==> src/rtl/cnt_seq_monitor.sv <==
// Checks a 3-bit sequence counter against its fixed 6-state cycle.
// It locks on after enough correct transitions, then flags illegal codes and
// out-of-order steps and counts errors and completed cycles.
module cnt_seq_monitor #(
  parameter int                      CW          = 3,
  parameter int                      SEQ_LEN     = 6,
  parameter logic [SEQ_LEN*CW-1:0]   SEQ         = {3'b111, 3'b101, 3'b100, 3'b011, 3'b001, 3'b000},
  parameter int                      LOCK_THRESH = 3,
  parameter int                      CYC_W       = 8
) (
  input  logic             clk,
  input  logic             rst,
  input  logic             valid,
  input  logic [CW-1:0]    cnt_in,
  output logic             locked,
  output logic [2:0]       pos,
  output logic             err,
  output logic             illegal,
  output logic [7:0]       err_cnt,
  output logic             cycle_done,
  output logic [CYC_W-1:0] cycle_cnt
);

  typedef enum logic [1:0] {
    S_HUNT   = 2'd0,
    S_VERIFY = 2'd1,
    S_LOCK   = 2'd2
  } state_t;

  state_t           r_state, w_state_nx;
  logic [2:0]       r_pos, w_pos_nx;
  logic [3:0]       r_match, w_match_nx;
  logic             r_locked, r_err, r_illegal, r_cycle_done;
  logic             w_err_nx, w_illegal_nx, w_cycle_done_nx;
  logic [7:0]       r_err_cnt, w_err_cnt_nx;
  logic [CYC_W-1:0] r_cycle_cnt, w_cycle_cnt_nx;

  logic             w_hit;
  logic [2:0]       w_idx;
  logic [2:0]       w_exp;
  logic             w_is_exp;
  logic [3:0]       w_match_inc;
  logic [7:0]       w_err_cnt_sat;

  // Entries are unique, so "is the expected next" reduces to an index compare.
  always_comb begin
    w_hit = 1'b0;
    w_idx = '0;
    for (int i = 0; i < SEQ_LEN; i++) begin
      if (SEQ[i*CW +: CW] == cnt_in) begin
        w_hit = 1'b1;
        w_idx = 3'(i);
      end
    end
  end

  assign w_exp         = (r_pos == 3'(SEQ_LEN-1)) ? 3'd0 : r_pos + 3'd1;
  assign w_is_exp      = w_hit && (w_idx == w_exp);
  assign w_match_inc   = r_match + 4'd1;
  assign w_err_cnt_sat = (r_err_cnt == 8'hFF) ? r_err_cnt : r_err_cnt + 8'd1;

  always_comb begin
    w_state_nx      = r_state;
    w_pos_nx        = r_pos;
    w_match_nx      = r_match;
    w_err_nx        = 1'b0;
    w_illegal_nx    = 1'b0;
    w_cycle_done_nx = 1'b0;
    w_err_cnt_nx    = r_err_cnt;
    w_cycle_cnt_nx  = r_cycle_cnt;
    case (r_state)
      S_HUNT: if (valid) begin
        if (w_hit) begin
          w_state_nx = S_VERIFY;
          w_pos_nx   = w_idx;
          w_match_nx = '0;
        end else begin
          w_illegal_nx = 1'b1;
        end
      end
      S_VERIFY: if (valid) begin
        if (w_is_exp) begin
          w_pos_nx   = w_exp;
          w_match_nx = w_match_inc;
          if (w_match_inc == 4'(LOCK_THRESH)) w_state_nx = S_LOCK;
        end else if (w_hit) begin
          w_pos_nx   = w_idx;
          w_match_nx = '0;
        end else begin
          w_illegal_nx = 1'b1;
          w_state_nx   = S_HUNT;
          w_pos_nx     = '0;
          w_match_nx   = '0;
        end
      end
      S_LOCK: if (valid) begin
        if (w_is_exp) begin
          w_pos_nx = w_exp;
          if (w_exp == 3'(SEQ_LEN-1)) begin
            w_cycle_done_nx = 1'b1;
            w_cycle_cnt_nx  = r_cycle_cnt + 1'b1;
          end
        end else begin
          // Any miss in lock is an error; a legal miss re-anchors, an illegal one drops to hunt.
          w_err_nx     = 1'b1;
          w_err_cnt_nx = w_err_cnt_sat;
          w_match_nx   = '0;
          if (w_hit) begin
            w_state_nx = S_VERIFY;
            w_pos_nx   = w_idx;
          end else begin
            w_illegal_nx = 1'b1;
            w_state_nx   = S_HUNT;
            w_pos_nx     = '0;
          end
        end
      end
      default: begin
        w_state_nx = S_HUNT;
        w_pos_nx   = '0;
        w_match_nx = '0;
      end
    endcase
  end

  always_ff @(posedge clk) begin
    if (rst) begin
      r_state      <= S_HUNT;
      r_pos        <= '0;
      r_match      <= '0;
      r_locked     <= 1'b0;
      r_err        <= 1'b0;
      r_illegal    <= 1'b0;
      r_cycle_done <= 1'b0;
      r_err_cnt    <= '0;
      r_cycle_cnt  <= '0;
    end else begin
      r_state      <= w_state_nx;
      r_pos        <= w_pos_nx;
      r_match      <= w_match_nx;
      r_locked     <= (w_state_nx == S_LOCK);
      r_err        <= w_err_nx;
      r_illegal    <= w_illegal_nx;
      r_cycle_done <= w_cycle_done_nx;
      r_err_cnt    <= w_err_cnt_nx;
      r_cycle_cnt  <= w_cycle_cnt_nx;
    end
  end

  assign locked     = r_locked;
  assign pos        = r_pos;
  assign err        = r_err;
  assign illegal    = r_illegal;
  assign err_cnt    = r_err_cnt;
  assign cycle_done = r_cycle_done;
  assign cycle_cnt  = r_cycle_cnt;

endmodule

==> config.mk <==
export PLATFORM = sky130hd
export DESIGN_NAME = cnt_seq_monitor
export DESIGN_NICKNAME = d
export VERILOG_FILES = /design/src/rtl/cnt_seq_monitor.sv
export SDC_FILE = /design/constraint.sdc
export NUM_CORES = 1
export LEC_CHECK = 0
export ABC_AREA = 1
export CAP_MARGIN = 25
export CORE_UTILIZATION = 47
export CTS_CLUSTER_DIAMETER = 40
export DETAILED_ROUTE_END_ITERATION = 8
export PLACE_DENSITY = 0.8
export SYNTH_ARGS = -nofsm -noshare
export SYNTH_HDL_FRONTEND = slang
export SYNTH_SLANG_ARGS = --single-unit
==> constraint.sdc <==
create_clock -name clk -period 1.7 [get_ports clk]
set_input_delay 0.51 -clock clk [delete_from_list [all_inputs] [get_ports clk]]
set_output_delay 0.51 -clock clk [all_outputs]
set_load 0.01 [all_outputs]
==> results of run 1 <==
report_power, final:
part / internal (W) / switching (W)
sequential: 0.000697 / 0.0000155
clock: 0.000195 / 0.000232
combinational: 0.000134 / 0.000161
total: 0.00103 / 0.000409
how the worst min path moves through the flow:
stage	from	to	cells past startpoint
after CTS	cycle_cnt[7]$_SDFFE_PP0P_	cycle_cnt[7]$_SDFFE_PP0P_	2
final	cycle_cnt[7]$_SDFFE_PP0P_	cycle_cnt[7]$_SDFFE_PP0P_	2
after floorplan	r_match[3]$_SDFFE_PP0P_	r_match[3]$_SDFFE_PP0P_	2
after global placement	cycle_cnt[7]$_SDFFE_PP0P_	cycle_cnt[7]$_SDFFE_PP0P_	2
after detailed placement	cycle_cnt[7]$_SDFFE_PP0P_	cycle_cnt[7]$_SDFFE_PP0P_	2
after global routing	cycle_cnt[7]$_SDFFE_PP0P_	cycle_cnt[7]$_SDFFE_PP0P_	2
worst max-delay path: cells and delay by family (launching register included):
kind	cells	cell delay [ns]
DFF	1	0.38
AOI/OAI and AO/OA	1	0.15
and+or+nand+nor	8	0.74
buffers and inverters	2	0.22
metrics by stage:
step                      setup slack (ns)  hold slack (ns)  area [um2]
after floorplan                     0.0821            0.471        1730
after global placement              -0.619            0.480        2330
after detailed placement            -0.670            0.494        2330
after CTS                          0.00373            0.488        2380
after global routing               -0.0128            0.507        2390
final                                0.155            0.488        2390
cell type report:
type | instances | area [um2]
clock buffer | 7 | 55.1
fill | 284 | 1020
sequential | 29 | 592
inverter | 26 | 97.6
tap | 46 | 57.6
multi-input combinational | 184 | 1040
timing repair buffer | 65 | 549
registers in the layout, summed over array words and instances, names as in the netlist:
register and count:
err 1, locked 1, cycle_done 1, r_state 2, cycle_cnt 8, illegal 1
err_cnt 8, pos 3, r_match 4
cells in the mapped netlist:
library cell / instances / area share [%]
nand2_1: 55 / 12
dfxtp_1: 29 / 34
nand3_1: 29 / 8.4
inv_1: 24 / 5.2
a21oi_1: 23 / 6.7
nor2_1: 16 / 3.5
nand4_1: 14 / 5.1
ha_1: 9 / 6.5
xnor2_1: 9 / 4.6
nand3b_1: 5 / 2.2
xor2_1: 5 / 2.5
a21boi_0: 2 / 0.87
clkbuf_1: 2 / 0.43
nand2_2: 2 / 0.72
nor3_1: 2 / 0.58
o211ai_1: 2 / 0.87
o21ai_0: 2 / 0.58
a211oi_1: 1 / 0.43
a31oi_1: 1 / 0.36
buf_6: 1 / 0.65
clkinv_1: 1 / 0.22
inv_2: 1 / 0.22
nand3_2: 1 / 0.58
nand3_4: 1 / 1.0
nor2_4: 1 / 0.65
nor3_2: 1 / 0.58
nor3b_1: 1 / 0.43
o21ai_1: 1 / 0.29
o22ai_1: 1 / 0.36
logic make-up after synthesis:
kind of cell,after synthesis,synth area share (%)
AND/OR/NAND/NOR,128,35.6
AO/OA/AOI/OAI,33,10.4
buffers and inverters,29,6.73
flip-flops,29,33.6
XOR/XNOR,14,7.10
adder cells (fa/ha/maj),9,6.52
per-layer routing:
layer | part of all wire [%] | wire, um
met5 | 0 | 0
met4 | 1.6 | 63
met3 | 3.0 | 117
met2 | 49 | 1890
met1 | 47 | 1810
cells in the final DEF, fill, tap and decap left out, drive strengths merged, types with 3 or more instances in the layout:
master / n
dlygate4sd2: 21
clkbuf: 10
nand2: 57
nor3: 3
nor2: 17
buf: 37
nand3: 31
inv: 25
a21oi: 23
nand3b: 5
ha: 9
xnor2: 9
xor2: 5
o21ai: 3
nand4: 14
dfxtp: 29
dlymetal6s2s: 3
repair_timing:
item	in CTS	in global routing
endpoints found under the setup margin	49	28
buffers inserted	1	2
pin swaps	2	2
gates resized for setup	36	13
gates cloned	0	0
hold buffers	0	0
==> results.md, run 1 <==
- Leakage Power: 1.23 nW
- DP HPWL: 2.88 mm
- Outcome: finished clean
- Rel. slew slack: 81.1%
- Final setup vio count: 0
- GRT busiest layer: met2
- Crit end category: register
- Clock insertion delay at the later pin of the skew report: 0.33 ns
- Clock Root Buffer: clkbuf_4
- Clock Pin Slew Worst Setup and Hold Paths: 0.09 ns
- VDD IR-drop max: 342 uV
- Antenna violation net count after detailed routing: 0
- Vias per inst: 5.12
- Global-route wire length before repair: 6.87 mm
- Top cell by count, worst path: nand2_1
- YS warnings: 0
- Largest stage delay, worst path: 0.38 ns
- Max FO, Critical Path: 8
- Final cell count without fillers: 357
- RR Endpoint: cycle_cnt[2]$_SDFFE_PP0P_
- First-pass DRT Iterations: 4
- Final cycle utilization of the critical path: 90.9%
- H-tree depth: 2
- Post-Syn Area: 1730 um2
- M3 GR Usage: 5.11%
- Critical path class: reg -> reg
- Actual slew at the worst max-slew pin: 0.283 ns
- Initial core utilization: 50.6%
- Clock buffer count from CTS: 5
- R2r setup slk: 0.16 ns
- Worst Path Required: 1.96 ns
- Met2 Resource Use GR: 37.4%
- Launch point of the worst reg-to-reg path: pos[1]$_SDFFE_PP0P_
- Final Skew: 0.00947 ns
- Nets: 326
- Reg2reg path depth: 11
- CORE AREA: 3420 um2
- Syn nets: 257
- PwrDens: 599 nW/um2
- TNS Setup: 0 ns
- Vias in the first global route: 1633
- Die width: 62.6 um
- CP startpoint kind: register
- Overflow after GRT: 0
- Grt met1 use: 25.5%
- CP Cell Sequence: nand2_1 -> nand2_1 -> nand3b_1 -> nand2_1 -> nand3_2 -> nor2_4 -> nand2_2 -> inv_2 -> buf_12 -> nand3_1 -> a21oi_1
- Fmax: 647 MHz
- GP Congestion: 0.917
- I/O pins: 29
- Share of cells above drive strength 1: 21.5%
- Syn avg cell area: 7.14 um2
- PortBufs: 28
- Initial antenna violation count: 0
- Clock Path Buffers: 2
- Crit-path slowest cell: dfxtp_2
- Tightest Hold Check Type: reg -> reg
- Synth cell types: 29
- Crit path arrival time: 1.81 ns
- Final Max Slew Viols: 0
- FF+latch count, synth: 29
- DRT iter0 DRCs: 179
- Synthesized instance count: 242
- CTS sink count: 29
- Total power: 0.00143 W
- Area grow syn2layout: 38.6%
- Crit path to: cycle_cnt[2]$_SDFFE_PP0P_
- Via count: 1828
- Final Util: 70.1%
- Total global-route track usage: 22.1%
- DRC: 0
- Detailed-route wire length: 3.88 mm
- FP Rows: 21
- Setup crit start: pos[1]$_SDFFE_PP0P_
- Placed Cells: 347
- Diode count: 0
- Post-synthesis sequential area ratio: 33.6%
- Overall die height: 62.6 um
- CTS tree: done
- Min Clock Period, post-route: 1.54 ns
- DR WL/cell: 10.9 um
- Largest net degree at the start of global routing: 21
- Maxcap violations: 0
- DIE AREA: 3920 um2
- Final Hold Viols: 0
Note: power is estimated with default switching activity, not from simulation.
==> inputs of run 2 (changes only) <==
--- a/config.mk
+++ b/config.mk
@@ -7,7 +7,7 @@
 export LEC_CHECK = 0
 export ABC_AREA = 1
 export CAP_MARGIN = 25
-export CORE_UTILIZATION = 47
+export CORE_UTILIZATION = 53
 export CTS_CLUSTER_DIAMETER = 40
 export DETAILED_ROUTE_END_ITERATION = 8
 export PLACE_DENSITY = 0.8
==> constraint.sdc (replaced) <==
create_clock -name clk -period 1.75 [get_ports clk]
set_input_delay 0.525 -clock clk [delete_from_list [all_inputs] [get_ports clk]]
set_output_delay 0.525 -clock clk [all_outputs]
set_load 0.01 [all_outputs]
==> results.md, run 2 (synthesis results as in run 1) <==
- PortBufs: 28 (unchanged)
- Overflow after GRT: 0 (unchanged)
- CTS sink count: 29 (unchanged)
- Most frequent cells in the layout: nand2_1, buf_4, nand3_1
- Worst Hold Depth: 2 (unchanged)
- DR WL/cell: 11.5 um (+5.8%)
- Power share of the combinational group: 18.5% (-2.1 points)
- Worst Path Required: 1.22 ns (-0.74 ns)
- Vias per inst: 5.22 (+1.9%)
- Clock Root Buffer: clkbuf_4
- TNS Setup: 0 ns (unchanged)
- Most common cell after layout, fill and taps aside: nand2_1
- DRC: 0 (unchanged)
- Leakage Power: 1.27 nW (+3.3%)
- Total power: 0.00154 W (+7.6%)
- CP Cell Sequence: clkdlybuf4s50_1
- Detailed-route wire length: 4.07 mm (+4.9%)
- Min Clock Period, post-route: 1.69 ns
- Hold WS: 0.488 ns (+0.0000380 ns)
- Critical path class: reg -> out
- Via count: 1847 (+1.0%)
- FP Rows: 20 (-4.8%)
- Reg area: 598 um2 (+1.1%)
- PwrDens: 636 nW/um2 (+6.2%)
- Placed Cells: 345 (-0.58%)
- DRT iter0 DRCs: 96 (-46%)
- WP buf/inv: 1 (-1)
- GP Congestion: 0.869 (-5.3%)
- Share of cells above drive strength 1: 22.3% (+0.71 points)
- I/O pins: 29 (unchanged)
- Final worst-path setup slack: 0.0612 ns (-0.0940 ns)
- Vias in the first global route: 1631 (-0.12%)
- Antenna violation net count after detailed routing: 0 (unchanged)
- Clock Pin Slew Worst Setup and Hold Paths: 0.09 ns (about the same)
- VDD IR-drop max: 472 uV (+38%)
- Max FO, Critical Path: 1 (-7)
- Final cell count without fillers: 354 (-0.84%)
- Rel. slew slack: 79.7% (-1.4 points)
- CP Depth: 1 (-10)
- FILL cells: 251 (-12%)
- DIE AREA: 3490 um2 (-11%)
- Global-route wire length before repair: 6.67 mm (-2.9%)
- CTS tree: done
- Clock Path Buffers: 2 (unchanged)
- First-pass DRT Iterations: 4 (unchanged)
- H-tree depth: 2 (unchanged)
- P_sw: 0.000400 W (-2.0%)
- Nets: 324 (-0.61%)
- Final Skew: 0.0107 ns (+0.00123 ns)
- Final Hold Viols: 0 (unchanged)
- Crit-path slowest cell: clkdlybuf4s50_1
- R2r setup slk: 0.12 ns (-0.04 ns)
- Flop pwr share: 44.8% (-4.8 points)
- Actual slew at the worst max-slew pin: 0.305 ns (+0.0215 ns)
- CORE AREA: 3080 um2 (-9.9%)
- Fmax: 592 MHz
- Pint: 0.00114 W (+11%)
- Crit path arrival time: 1.16 ns (-0.65 ns)
- Count of hold-fix buffers inserted at cts: 0 (unchanged)
- Diode count: 0 (unchanged)
- Reg2reg path depth: 8 (-3)
- Pre-CTS setup slack: -0.612 ns (+0.0573 ns)
- Total global-route track usage: 25.2% (+3.1 points)
- Final Max Slew Viols: 0 (unchanged)
- Initial core utilization: 56.1% (+5.6 points)
- DP HPWL: 3.01 mm (+4.6%)
- Tightest Hold Check Type: reg -> reg
- Initial antenna violation count: 0 (unchanged)
- Clock insertion delay at the later pin of the skew report: 0.32 ns (about the same)
- Outcome: finished clean
- Top Family by Delay on Critical Path: buffers and inverters
- Largest net degree at the start of global routing: 10 (-52%)
- CP startpoint kind: register
- Final cycle utilization of the critical path: 96.5%
- Area grow syn2layout: 40.4%
- Maxcap violations: 0 (unchanged)
- Area of the multi-input gates: 1050 um2 (+1.1%)
- Sw Share: 25.9% (-2.5 points)
- Die width: 59.1 um (-5.6%)
- Crit end category: output port
- Overall die height: 59.1 um (-5.6%)
- Clock buffer count from CTS: 5 (unchanged)
- Largest stage delay, worst path: 0.52 ns (+0.14 ns)
- Clock share of power: 36.7% (+6.9 points)
- Final setup vio count: 0 (unchanged)
==> run 2: cell types whose count changed in the layout (fill, tap and decap cells not counted), moves of 2 or more <==
cell,change
dlygate4sd2_1,-5
dfxtp_1,-3
dlymetal6s2s_1,+3
clkdlybuf4s50_1,+2
dfxtp_2,+2
==> run 2: power groups by stage <==
stage	logic, W	registers, W	clock network [W]
6_report	0.000286	0.000691	0.000566
5_1_grt	0.000318	0.000694	0.000617
4_1_cts	0.000276	0.000691	0.000581
3_5_place_dp	0.000276	0.000707	0
3_3_place_gp	0.000271	0.000707	0
2_1_floorplan	0.000158	0.000709	0
==> run 2: worst register-to-register path, stage by stage, from the launching register on <==
cell and delay [ns]:
dfxtp_2 0.39, inv_1 0.10, ha_1 0.28, inv_1 0.12
a21oi_1 0.08, a21oi_2 0.27, nand2_1 0.12, nor2_1 0.11
nor2_1 0.05
==> run 2: worst paths after layout <==
check                       startpoint                   endpoint
min reg2reg  cycle_cnt[6]$_SDFFE_PP0P_  cycle_cnt[6]$_SDFFE_PP0P_
max                 illegal$_SDFF_PP0_                    illegal
min          cycle_cnt[6]$_SDFFE_PP0P_  cycle_cnt[6]$_SDFFE_PP0P_
max reg2reg      r_state[1]$_SDFF_PP0_    r_match[0]$_SDFFE_PP0P_
==> run 2: per-stage QoR <==
stage               util (%)  cell area (um2)
global placement        75.1             2310
finish                  78.8             2430
CTS                     78.0             2400
detailed placement      75.1             2310
floorplan                  -             1730
global route            78.8             2430
==> run 2: metal layers <==
| metal | up-vias | track usage [%] | part of all wire [%] | routed length [um] |
|---|---|---|---|---|
| met5 | - | 0 | 0 | 0 |
| met4 | 0 | 9.86 | 0.52 | 21 |
| met3 | 2 | 5.90 | 4.9 | 201 |
| met2 | 53 | 42.5 | 50 | 2040 |
| met1 | 840 | 31.0 | 44 | 1810 |
| li1 | 952 | - | - | - |
==> run 2: cell type report <==
class | instances | area share, %
clock buffer | 7 | 2.27
multi-input combinational | 184 | 43.5
clock inverter | 1 | 1.24
tap | 44 | 2.27
sequential | 29 | 24.7
timing repair buffer | 63 | 22.1
inverter | 26 | 4.02
==> run 2: what timing repair did <==
action / 4_1_cts / 5_1_grt
pin swaps: 1 / 1
cloned: 0 / 0
endpoints found under the setup margin: 43 / 27
setup buffers: 0 / 1
resized for setup: 35 / 18
